<file path="config.mk">
export PLATFORM = sky130hd
export DESIGN_NAME = room_loader
export DESIGN_NICKNAME = d
export VERILOG_FILES = /design/src/rtl/room_loader_pkg.sv /design/src/rtl/room_loader_room_addr.sv /design/src/rtl/room_loader.sv
export SDC_FILE = /design/constraint.sdc
export NUM_CORES = 1
export LEC_CHECK = 0
export ABC_CLOCK_PERIOD_IN_PS = 1500
export CAP_MARGIN = 25
export CORE_MARGIN = 3
export CORE_UTILIZATION = 38
export CTS_BUF_LIST = sky130_fd_sc_hd__clkbuf_8 sky130_fd_sc_hd__clkbuf_16
export CTS_CLUSTER_SIZE = 14
export DETAILED_ROUTE_END_ITERATION = 16
export PLACE_DENSITY = 0.86
export SETUP_SLACK_MARGIN = 0.05
export SLEW_MARGIN = 30
export SYNTH_ARGS = -nofsm -noshare
export SYNTH_HDL_FRONTEND = slang
export SYNTH_HIERARCHICAL = 1
export SYNTH_SLANG_ARGS = --single-unit
export TNS_END_PERCENT = 100
</file>
<file path="constraint.sdc">
create_clock -name clk_i -period 1.5 [get_ports clk_i]
set_clock_uncertainty 0.1 [all_clocks]
set_input_delay 0.45 -clock clk_i [delete_from_list [all_inputs] [get_ports clk_i]]
set_output_delay 0.45 -clock clk_i [all_outputs]
set_load 0.005 [all_outputs]
</file>
<file path="src/rtl/room_loader_pkg.sv">
// room_loader_pkg: shared geometry constants, types and FSM states for the room loader.
// Contents:
//   ROOM_W, MAP_COLS, ROOMS_PER_ROW, SOLID_BIT - map geometry and flag-byte layout
//   room_t, cell_idx_t, map_addr_t             - room index, cell index, map ROM address
//   state_t                                    - loader FSM states
package room_loader_pkg;
    localparam int ROOM_W        = 16;
    localparam int MAP_COLS      = 128;
    localparam int ROOMS_PER_ROW = 8;
    localparam int SOLID_BIT     = 0;
    localparam int ROOM_CELLS    = ROOM_W * ROOM_W;

    typedef logic [4:0]  room_t;
    typedef logic [7:0]  cell_idx_t;
    typedef logic [12:0] map_addr_t;

    typedef enum logic [1:0] {ST_IDLE, ST_LOAD, ST_DRAIN, ST_DONE} state_t;

    localparam cell_idx_t LAST_CELL  = cell_idx_t'(ROOM_CELLS - 1);
    // DRAIN reuses the cell counter, which restarts at 0, so two cycles end at 1
    localparam cell_idx_t DRAIN_LAST = 8'd1;
endpackage

</file>
<file path="src/rtl/room_loader_room_addr.sv">
// room_addr: maps a room index and a cell index inside that room to a map ROM address.
// Ports:
//   i_room - room index 0..31
//   i_cell - cell index y*16+x inside the room
//   o_addr - 13-bit map ROM address
module room_addr
    import room_loader_pkg::*;
(
    input  logic [4:0]  i_room,
    input  logic [7:0]  i_cell,
    output logic [12:0] o_addr
);
    // map row = room row * ROOM_W + cell y; map column = room column * ROOM_W + cell x
    assign o_addr = (map_addr_t'(i_room / room_t'(ROOMS_PER_ROW)) * map_addr_t'(ROOM_W)
                   + map_addr_t'(i_cell / cell_idx_t'(ROOM_W))) * map_addr_t'(MAP_COLS)
                   + map_addr_t'(i_room % room_t'(ROOMS_PER_ROW)) * map_addr_t'(ROOM_W)
                   + map_addr_t'(i_cell % cell_idx_t'(ROOM_W));
endmodule

</file>
<file path="src/rtl/room_loader.sv">
// room_loader: walks a room's tiles through map and flag ROMs and writes one solid bit per cell.
// Optional feature macro: ROOM_LOADER_FAKE_WALL_EN forces the berry-block wall cells of room 0 solid.
// Ports:
//   clk_i, rst_ni              - clock, asynchronous active-low reset
//   start_i, room_i            - load request and room index, sampled in IDLE
//   busy_o, done_o, room_o     - load in progress, completion pulse, last accepted room
//   map_addr_o, map_data_i     - map ROM port (1-cycle read latency)
//   flag_addr_o, flag_data_i   - flag ROM port (1-cycle read latency)
//   sol_we_o, sol_addr_o, sol_data_o - solid-map RAM write port
//   clr_valid_i, clr_ready_o, clr_x_i, clr_y_i - single-cell clear handshake
module room_loader
    import room_loader_pkg::*;
(
    input  logic        clk_i,
    input  logic        rst_ni,
    input  logic        start_i,
    input  logic [4:0]  room_i,
    output logic        busy_o,
    output logic        done_o,
    output logic [4:0]  room_o,
    output logic [12:0] map_addr_o,
    input  logic [7:0]  map_data_i,
    output logic [7:0]  flag_addr_o,
    input  logic [7:0]  flag_data_i,
    output logic        sol_we_o,
    output logic [7:0]  sol_addr_o,
    output logic        sol_data_o,
    input  logic        clr_valid_i,
    output logic        clr_ready_o,
    input  logic [3:0]  clr_x_i,
    input  logic [3:0]  clr_y_i
);
    state_t    r_state;
    state_t    w_state_nxt;
    cell_idx_t r_k;
    cell_idx_t w_k_nxt;
    room_t     r_room;
    logic      r_v1;
    logic      r_v2;
    cell_idx_t r_k1;
    cell_idx_t r_k2;
    logic      r_clr;
    cell_idx_t r_clr_addr;
    logic      w_start_acc;
    logic      w_clr_acc;
    logic      w_fake;
    logic      w_flag_unused;

    room_addr u_room_addr (
        .i_room (r_room),
        .i_cell (r_k),
        .o_addr (map_addr_o)
    );

    always_ff @(posedge clk_i or negedge rst_ni) begin
        if (!rst_ni) begin
            r_state <= ST_IDLE;
            r_k     <= '0;
        end else begin
            r_state <= w_state_nxt;
            r_k     <= w_k_nxt;
        end
    end

    always_comb begin
        w_state_nxt = r_state;
        w_k_nxt     = '0;
        case (r_state)
            ST_IDLE:  w_state_nxt = start_i ? ST_LOAD : ST_IDLE;
            ST_LOAD: begin
                w_state_nxt = (r_k == LAST_CELL) ? ST_DRAIN : ST_LOAD;
                w_k_nxt     = r_k + 8'd1;
            end
            ST_DRAIN: begin
                w_state_nxt = (r_k == DRAIN_LAST) ? ST_DONE : ST_DRAIN;
                w_k_nxt     = r_k + 8'd1;
            end
            ST_DONE:  w_state_nxt = ST_IDLE;
            default:  w_state_nxt = ST_IDLE;
        endcase
        busy_o      = r_state != ST_IDLE;
        done_o      = r_state == ST_DONE;
        clr_ready_o = r_state == ST_IDLE;
    end

    assign w_start_acc = (r_state == ST_IDLE) && start_i;
    assign w_clr_acc   = clr_valid_i && clr_ready_o;

    // r_v1/r_k1 track the cell whose tile id is on map_data_i, r_v2/r_k2 the one whose flags are on flag_data_i
    always_ff @(posedge clk_i or negedge rst_ni) begin
        if (!rst_ni) begin
            r_room     <= '0;
            r_v1       <= 1'b0;
            r_v2       <= 1'b0;
            r_k1       <= '0;
            r_k2       <= '0;
            r_clr      <= 1'b0;
            r_clr_addr <= '0;
        end else begin
            r_room     <= w_start_acc ? room_i : r_room;
            r_v1       <= r_state == ST_LOAD;
            r_v2       <= r_v1;
            r_k1       <= r_k;
            r_k2       <= r_k1;
            r_clr      <= w_clr_acc;
            r_clr_addr <= w_clr_acc ? {clr_y_i, clr_x_i} : r_clr_addr;
        end
    end

`ifdef ROOM_LOADER_FAKE_WALL_EN
    // berry-block wall in room 0: cells (4,1) (5,1) (4,2) (5,2)
    assign w_fake = (r_room == '0) && (r_k2 inside {8'd20, 8'd21, 8'd36, 8'd37});
`else
    assign w_fake = 1'b0;
`endif

    assign w_flag_unused = ^flag_data_i;

    assign room_o      = r_room;
    assign flag_addr_o = r_v1 ? map_data_i : '0;
    // clears only land in IDLE or LOAD cycle 1, load writes start at cycle 3, so they never collide
    assign sol_we_o    = r_clr || r_v2;
    assign sol_addr_o  = r_clr ? r_clr_addr : (r_v2 ? r_k2 : '0);
    assign sol_data_o  = !r_clr && r_v2 && (flag_data_i[SOLID_BIT] || w_fake);
endmodule
</file>
# Word level (Yosys, flattened, before mapping)
# Cells that the tools add are included.
[op_classes]
add_sub_neg = 4
multipliers = 0
n_div = 0
magnitude_cmp = 0
eq_ne = 5
n_shift = 0
n_mux = 8
bitwise = 0
reduce_logical = 9
[op_table]
columns = ["cell", "n"]
rows = [
  ["8-bit two-way mux", 4],
  ["13-bit by 4-bit adder with 13-bit output", 1],
  ["13-bit by 7-bit adder with 13-bit output", 1],
  ["8-bit by 1-bit adder with 8-bit output, second input constant", 1],
  ["8-bit by 1-bit equality test with 1-bit output, second input constant", 1],
  ["8-bit equality test, second input constant", 1],
  ["2-bit one-hot mux with 4 select lines", 1],
  ["6-bit by 4-bit adder with 6-bit output", 1],
  ["2-bit equality test, second input constant", 2],
  ["1-bit logical AND", 4],
  ["2-bit by 1-bit equality test with 1-bit output, second input constant", 1],
  ["2-bit zero test", 1],
  ["1-bit two-way mux", 2],
  ["2-bit two-way mux", 1],
  ["2-bit nonzero test", 1],
  ["2-bit OR reduction", 1],
  ["1-bit zero test", 1],
  ["1-bit logical OR", 1],
]
[word_totals]
register_bits = 42
latch_bits = 0
ramBits = 0
romBits = 0
in_bits = 33
out_inout_bits = 39
elab_cells = 35
memories = 0

# Longest topological paths before layout
# Gate-level depths: netlist of run 1.
[logic_depth]
word_depth = 3
mapped_depth = 5

# By module
# The synthesis of run 1 kept the hierarchy.
[by_module_without_submodules]
columns = ["mod", "n_inst", "cells_per_inst", "area_per_inst_um2", "seq_area_each_um2"]
rows = [
  ["room_loader", 1, 126, 1656.6, 1051.0],
  ["room_addr", 1, 13, 97.6, 0.0],
]

# Worst setup path before layout of run 1
# Ideal clock, no wire load.
[synth_timing]
path_type = "register to register"
startpoint = "register r_state[0]"
endpoint = "register r_clr_addr[0]"
setup_time_ps = 125
arrival_time_ps = 1287
t_required_ps = 1275
slack_ps = -12
path_stages_with_launch = 5
path_buffers = 0
cell_sequence = "dfrtp_1 inv_1 ha_1 nand2_1 mux2_2"
[synth_between]
elab_chain_cells = 2
[synth_rtl]
columns = ["element", "line_no", "rtl"]
rows = [
  ["start: declaration", "room_loader.sv:33", "state_t r_state;"],
  ["start signal: assignment", "room_loader.sv:60", "r_state <= w_state_nxt;"],
  ["2-bit zero test", "room_loader.sv:83", "clr_ready_o = r_state == ST_IDLE;"],
  ["via clr_ready_o", "room_loader.sv:29", "output logic clr_ready_o,"],
  ["1-bit logical AND", "room_loader.sv:87", "assign w_clr_acc = clr_valid_i && clr_ready_o;"],
  ["end signal: assignment", "room_loader.sv:106", "r_clr_addr <= w_clr_acc ? {clr_y_i, clr_x_i} : r_clr_addr;"],
  ["end: declaration", "room_loader.sv:43", "cell_idx_t r_clr_addr;"],
]
# The timed path passes the listed nets, and every way through them passes these cells.
# A chain may end at the register's enable or synchronous reset.

# Worst setup path in the final report of run 1
[layout_timing]
startpoint = "register r_clr"
endpoint = "output port sol_addr_o[4]"
[layout_between]
elab_chain_cells = 1
[layout_rtl]
columns = ["element", "line_no", "rtl"]
rows = [
  ["start: declaration", "room_loader.sv:42", "logic r_clr;"],
  ["start signal: assignment", "room_loader.sv:105", "r_clr <= w_clr_acc;"],
  ["8-bit two-way mux", "room_loader.sv:123", "assign sol_addr_o = r_clr ? r_clr_addr : (r_v2 ? r_k2 : '0);"],
  ["end: declaration", "room_loader.sv:26", "output logic [7:0] sol_addr_o,"],
]
# No other way between the ends.

==> summary.md, run 1 <==
| Metric | Value |
|---|---|
| Status | `finished with violations` |
| Failing checks | `negative setup slack` |
| TritonRoute pass-1 iters | `4` |
| Crit-path leading delay family | `flip-flops` |
| Site row count | `24` |
| Grt ovf | `0` |
| Post-synthesis sequential area ratio | `0.5991` |
| Final setup fails | `32` |
| Global placement routability congestion | `between 0.8 and 0.9` |
| Setup slack after layout | `-398.8 ps` |
| Clock network power share | `0.463` |
| Main combinational cell family by area after synthesis | `simple AND/OR/NAND/NOR gates` |
| RSZ-0062 raised after global routing | `yes` |
| Share of cells above drive strength 1 | `0.5802` |
| First-pass GRT wire length | `7610 µm` |
| CTS tree | `done` |
| Worst VDD drop | `0.0004143 V` |
| Antenna viol nets, final | `0` |
| Max-slew violations | `0` |
| Internal power | `a little under 2 mW` |
| Adder-cell share of the synthesized area | `0.04993` |
| Starting Density | `0.3974` |
| Commonest non-fill, non-tap cell in the layout | `dfrtp_1` |
| Overall die area | `5468 µm²` |
| Power per cell area | `768.3 nW/µm²` |
| Syn Inst Count | `139` |
| Crit share post-route | `1.266` |
| Mapped Area | `1754 µm²` |
| Slew HR | `0.7515` |
| Core ar. | `between 4000 and 5000 µm²` |
| Synth Area in Simple Gates | `0.1098` |
| Post-synthesis mux area share | `0.08345` |
| Average cell area after synthesis | `12.62 µm²` |
| H-tree depth | `2` |
| # diodes | `0` |
| CP peak stage delay | `430 ps` |
| CP max FO | `6` |
| F_max | `526.7 MHz` |
| Net Count, Synth | `179` |
| Nets@finish | `282` |
| Startpoint Class | `flip-flop` |
| Area delta synth->final | `76.75%` |
| Clock Path Buffers | `2` |
| Post-route DRC violation count | `0` |
| Switch share | `0.1878` |
| Post-DP HPWL | `2734 µm` |
| I/O pins | `72` |
| Overall power | `2.382 mW` |
| CP required | `950 ps` |
| Largest net degree at the start of global routing | `29` |
| Clk root buf | `clkbuf_8` |
| Slew @ Worst Pin | `371.6 ps` |
| Mean routed wirelength per cell | `17.02 µm` |
| Comb pwr share | `0.062` |
| Crit path DAT | `1350 ps` |
| Vias/cell | `4.837` |
| Setup CP Type | `reg2out` |
| Synth area leaders | `dfrtp_1 60%, mux2_2 8.3%, buf_4 5.6%, ha_1 5.0%, a22o_1 3.5%` |
| Xor/xnor share of the synthesized area | `0.01498` |
| Post-synthesis cell type count | `25` |
| Die width | `between 70 and 80 µm` |
| Fin crit period | `1899 ps` |
| Worst path bufs/invs | `3` |
| Synth Register Bits | `42` |
| Clock transition at the registers of the reported paths | `80 ps` |
| Count of buffers from port buffering | `64` |
| Via Count | `1427` |
| Num Clock Sinks | `42` |
| Final Hold Fails | `0` |
| Power share of the sequential group | `0.475` |
| Slowest cell on the critical path | `dfrtp_1` |
| Starting DRT DRC Count | `a little over 90` |
| Initial antenna violation count | `0` |
| Synth top area share | `0.5991` |
| GRT Total Usage | `0.1889` |
| Net switching power figure | `447.3 µW` |
| Worst skew pair latency | `300 ps` |
| Final core utilization | `0.7024` |
| CTS buffer count | `5` |
| Most common cell on crit path | `buf_6` |
| Number of fill cells | `290` |
| Hold crit path type | `reg2reg` |
| DIE HEIGHT | `about 74 µm` |
| Crit path cell chain | `buf_6 > buf_6 > a22o_1 > buf_2` |
| Cell taking the most area after synthesis | `dfrtp_1` |
| Crit end category | `primary output` |
| Most frequent cells in the layout | `41 x dfrtp_1, 40 x buf_6, 20 x buf_2` |
| Max cap viols | `0` |
| Compound-Gate Fraction of Synth Area | `0.06776` |
| Yosys warnings | `6` |
| Vias in the first global route | `1532` |
| DRT Wirelength | `around 5000 µm` |
| Leakage | `about 1.6 nW` |
==> cells by family (layout without fill, tap and decap cells) <==
kind of cell	count (synthesis)	in the layout
DFF	42	42
and+or+nand+nor	34	35
buffers and inverters	22	125
AOI/OAI and AO/OA	18	18
muxes	13	13
adders and majority gates	7	7
xor gates and xnor gates	3	3
==> sequential cells by signal, summed over array words and instances (netlist names), named ones only <==
register and flops:
r_clr_addr 8, r_state 1, room_o 5, r_v2 1, r_k2 8, r_v1 1
r_clr 1, r_k 8, r_k1 8
==> per-layer routing <==
metal | GRT usage | vias to the layer above | part of all wire
li1 | - | 663 | -
met1 | 0.2126 | 713 | 0.39
met2 | 0.3425 | 45 | 0.55
met3 | 0.05270 | 6 | 0.048
met4 | 0.06439 | 0 | 0.018
met5 | 0 | - | 0
==> synth_stat cells, drive strengths merged <==
cell type  instances
xor2               2
buf               13
or2                1
nand4              1
or4                1
nor2b              2
a21oi              5
clkbuf             2
dfrtp             42
xnor2              1
inv                7
mux2              13
o21ai              5
nand2              7
nand3              3
and4bb             1
nor4               1
o31ai              1
and2               9
a22o               7
nor2               5
ha                 7
or3                3
==> per-stage QoR <==
| stage | instance area, µm² | instances | setup TNS [ps] | hold slack, ps | setup slack (ps) |
|---|---|---|---|---|---|
| after CTS | 2968 | 289 | -5693 | 251.0 | -393.0 |
| final | 3100 | 295 | -5626 | 251.8 | -398.8 |
| after detailed placement | 2515 | 260 | -10740 | 234.7 | -582.0 |
| after global routing | 3100 | 295 | -7105 | 266.7 | -447.4 |
| after floorplan | 1757 | 139 | 0 | 54.41 | 70.94 |
| after global placement | 2515 | 260 | -10460 | 231.8 | -557.9 |
==> power groups by stage <==
stage	Clock (mW)	Combinational, mW	Sequential (mW)
finish	1.10	0.147	1.13
global route	1.16	0.159	1.13
CTS	1.11	0.131	1.13
detailed placement	0	0.128	1.15
global placement	0	0.126	1.15
floorplan	0	0.0116	1.15
==> what timing repair did <==
item                                    CTS  global route
resized for setup                       235            35
hold buffers                              1             0
setup buffers                            23            11
pin swaps                                18            20
cloned                                    1             0
endpoints found under the setup margin   56            48
hold endpoints to repair                 14             0
==> area by class of cell <==
class | count | area, µm² | share of cell area
clock buffers | 6 | 82.58 | 0.02663
inverters | 7 | 33.78 | 0.01090
repair buffers | 110 | 992.2 | 0.3200
clock inverters | 2 | 60.06 | 0.01937
well taps | 52 | 65.06 | 0.02098
flip-flops and latches | 42 | 1052 | 0.3394
multi-input cells | 76 | 814.5 | 0.2627
==> final timing paths <==
| kind | cells after the start | to | slack (ps) | startpoint |
|---|---|---|---|---|
| max in group asynchronous | 3 | r_v1 | 340 | rst_ni |
| min in group asynchronous | 2 | r_k2[3] | 490 | rst_ni |
| max reg2reg | 7 | r_clr_addr[5] | -70 | r_state[0] |
| min reg2reg | 0 | r_k2[2] | 250 | r_k1[2] |
| min | 0 | r_k2[2] | 250 | r_k1[2] |
| max | 4 | sol_addr_o[4] | -400 | r_clr |
No activity file was read; power rests on OpenSTA's default activity.
==> run 2, diff against run 1 <==
CORE_UTILIZATION = 34   (was 38)
HOLD_SLACK_MARGIN = 0.05   (was default)
PLACE_DENSITY = 0.79   (was 0.86)
SLEW_MARGIN = default   (was 30)
==> summary.md, run 2 (synthesis results as in run 1) <==
| Metric | Value |
|---|---|
| Status | `finished with violations` |
| Failing checks | `negative setup slack` |
| Clock network power share | `0.419` |
| Site row count | `25` |
| Setup CP Type | `reg2out` |
| Post-route DRC violation count | `0` |
| Comb pwr share | `0.064` |
| Area delta synth->final | `77.89%` |
| Crit share post-route | `1.242` |
| Global placement routability congestion | `roughly 0.80` |
| Leakage | `~1.5 nW` |
| Vias in the first global route | `around 1500` |
| I/O pins | `between 70 and 80` |
| Final setup fails | `36` |
| DP Worst Slack | `-575.1 ps` |
| Share of cells above drive strength 1 | `0.5911` |
| DIE HEIGHT | `about 80 µm` |
| Setup slack after layout | `-363.2 ps` |
| Worst VDD drop | `0.0003433 V` |
| First-pass GRT wire length | `around 7800 µm` |
| RSZ-0062 raised after global routing | `yes` |
| H-tree depth | `2` |
| Slew @ Worst Pin | `378.8 ps` |
| Startpoint Class | `flip-flop` |
| Worst skew pair latency | `approximately 300 ps` |
| Switch share | `0.1993` |
| Commonest non-fill, non-tap cell in the layout | `dfrtp_1` |
| Max cap viols | `0` |
| CP required | `~950 ps` |
| Clk root buf | `clkbuf_8` |
| CP max FO | `6` |
| F_max | `536.7 MHz` |
| Largest net degree at the start of global routing | `31` |
| Power per cell area | `700.9 nW/µm²` |
| Nets@finish | `287` |
| Grt ovf | `0` |
| Vias/cell | `4.634` |
| Die width | `77.83 µm` |
| # diodes | `0` |
| Fin crit period | `1863 ps` |
| TritonRoute pass-1 iters | `4` |
| GRT Total Usage | `0.1649` |
| Internal power | `between 1.5 and 2 mW` |
| Starting DRT DRC Count | `48` |
| Overall die area | `6058 µm²` |
| Max-slew violations | `0` |
| Initial antenna violation count | `0` |
| CP peak stage delay | `420 ps` |
| Slew HR | `0.7467` |
| Post-DP HPWL | `2755 µm` |
| Via Count | `1455` |
| Most frequent cells in the layout | `41 x dfrtp_1, 39 x buf_6, 24 x buf_2` |
| DRT Wirelength | `5094 µm` |
| CTS tree | `done` |
| Crit end category | `primary output` |
| Power share of the sequential group | `0.517` |
| Clock Path Buffers | `2` |
| CTS buffer count | `5` |
| Count of buffers from port buffering | `64` |
| Mean routed wirelength per cell | `about 16 µm` |
| Clock transition at the registers of the reported paths | `70 ps` |
| Final Hold Fails | `0` |
| Starting Density | `0.3618` |
| Antenna viol nets, final | `0` |
| Non-Filler Instances | `314` |
| Slowest cell on the critical path | `dfrtp_1` |
| Net switching power figure | `435.8 µW` |
| Crit path cell chain | `buf_6 > buf_4 > a22o_1 > buf_2` |
| Hold crit path type | `reg2reg` |
| Placed Cells | `274` |
| Core ar. | `4848 µm²` |
| Num Clock Sinks | `42` |
| Crit path DAT | `about 1300 ps` |
-- run 2: power by group through the flow --
stage	registers, mW	logic [mW]	clock network, mW
after floorplan	1.15	0.0116	0
final	1.13	0.139	0.917
after global placement	1.15	0.127	0
after global routing	1.13	0.150	0.985
after CTS	1.13	0.118	0.926
after detailed placement	1.15	0.129	0
-- run 2: final timing paths --
| check | startpoint | endpoint | slack [ps] | cells past startpoint |
|---|---|---|---|---|
| max in group asynchronous | rst_ni | room_o[3] | 340 | 3 |
| hold reg to reg | r_k1[5] | r_k2[5] | 250 | 0 |
| min in group asynchronous | rst_ni | r_k1[6] | 490 | 2 |
| setup / recovery | r_clr | sol_addr_o[5] | -360 | 4 |
| hold / removal | r_k1[5] | r_k2[5] | 250 | 0 |
| setup reg to reg | r_state[0] | r_clr_addr[3] | -180 | 8 |
-- run 2: layout make-up --
type	instances	area (µm²)
inverter	7	28.78
multi-input combinational	76	818.3
sequential	42	1052
tap	67	83.83
fill	341	1728
clock inverter	1	30.03
clock buffer	6	82.58
timing repair buffer	115	1025
-- run 2: worst max-delay path, delay by kind of cell, from the launching register on --
kind | cells | cell delay, ps
buffers and inverters | 3 | 400
AOI/OAI and AO/OA | 1 | 200
DFF | 1 | 420
-- run 2: through the flow --
stage,instance area (µm²),TNS [ps],hold slack [ps],utilization,power (mW)
after global routing,3120,-8291,256.1,0.6436,2.267
after detailed placement,2526,-10950,234.7,0.5210,1.282
after global placement,2526,-10550,232.0,0.5210,1.281
after floorplan,1757,0,54.41,-,1.166
final,3120,-6950,250.5,0.6436,2.187
after CTS,2900,-6085,252.1,0.5982,2.175
-- run 2: repair_timing --
action / CTS / global route
buffers inserted: 25 / 12
hold endpoints to repair: 12 / 0
pin swaps: 15 / 18
hold buffers: 1 / 0
resized for setup: 218 / 51
endpoints found under the setup margin: 55 / 46
gates cloned: 1 / 0
-- run 2: routing by layer --
metal | track usage | up-vias | share of wire
met2 | 0.2783 | 47 | 0.53
met4 | 0.05338 | 0 | 0.016
met1 | 0.1970 | 728 | 0.40
met5 | 0 | - | 0
li1 | - | 669 | -
met3 | 0.05452 | 11 | 0.057
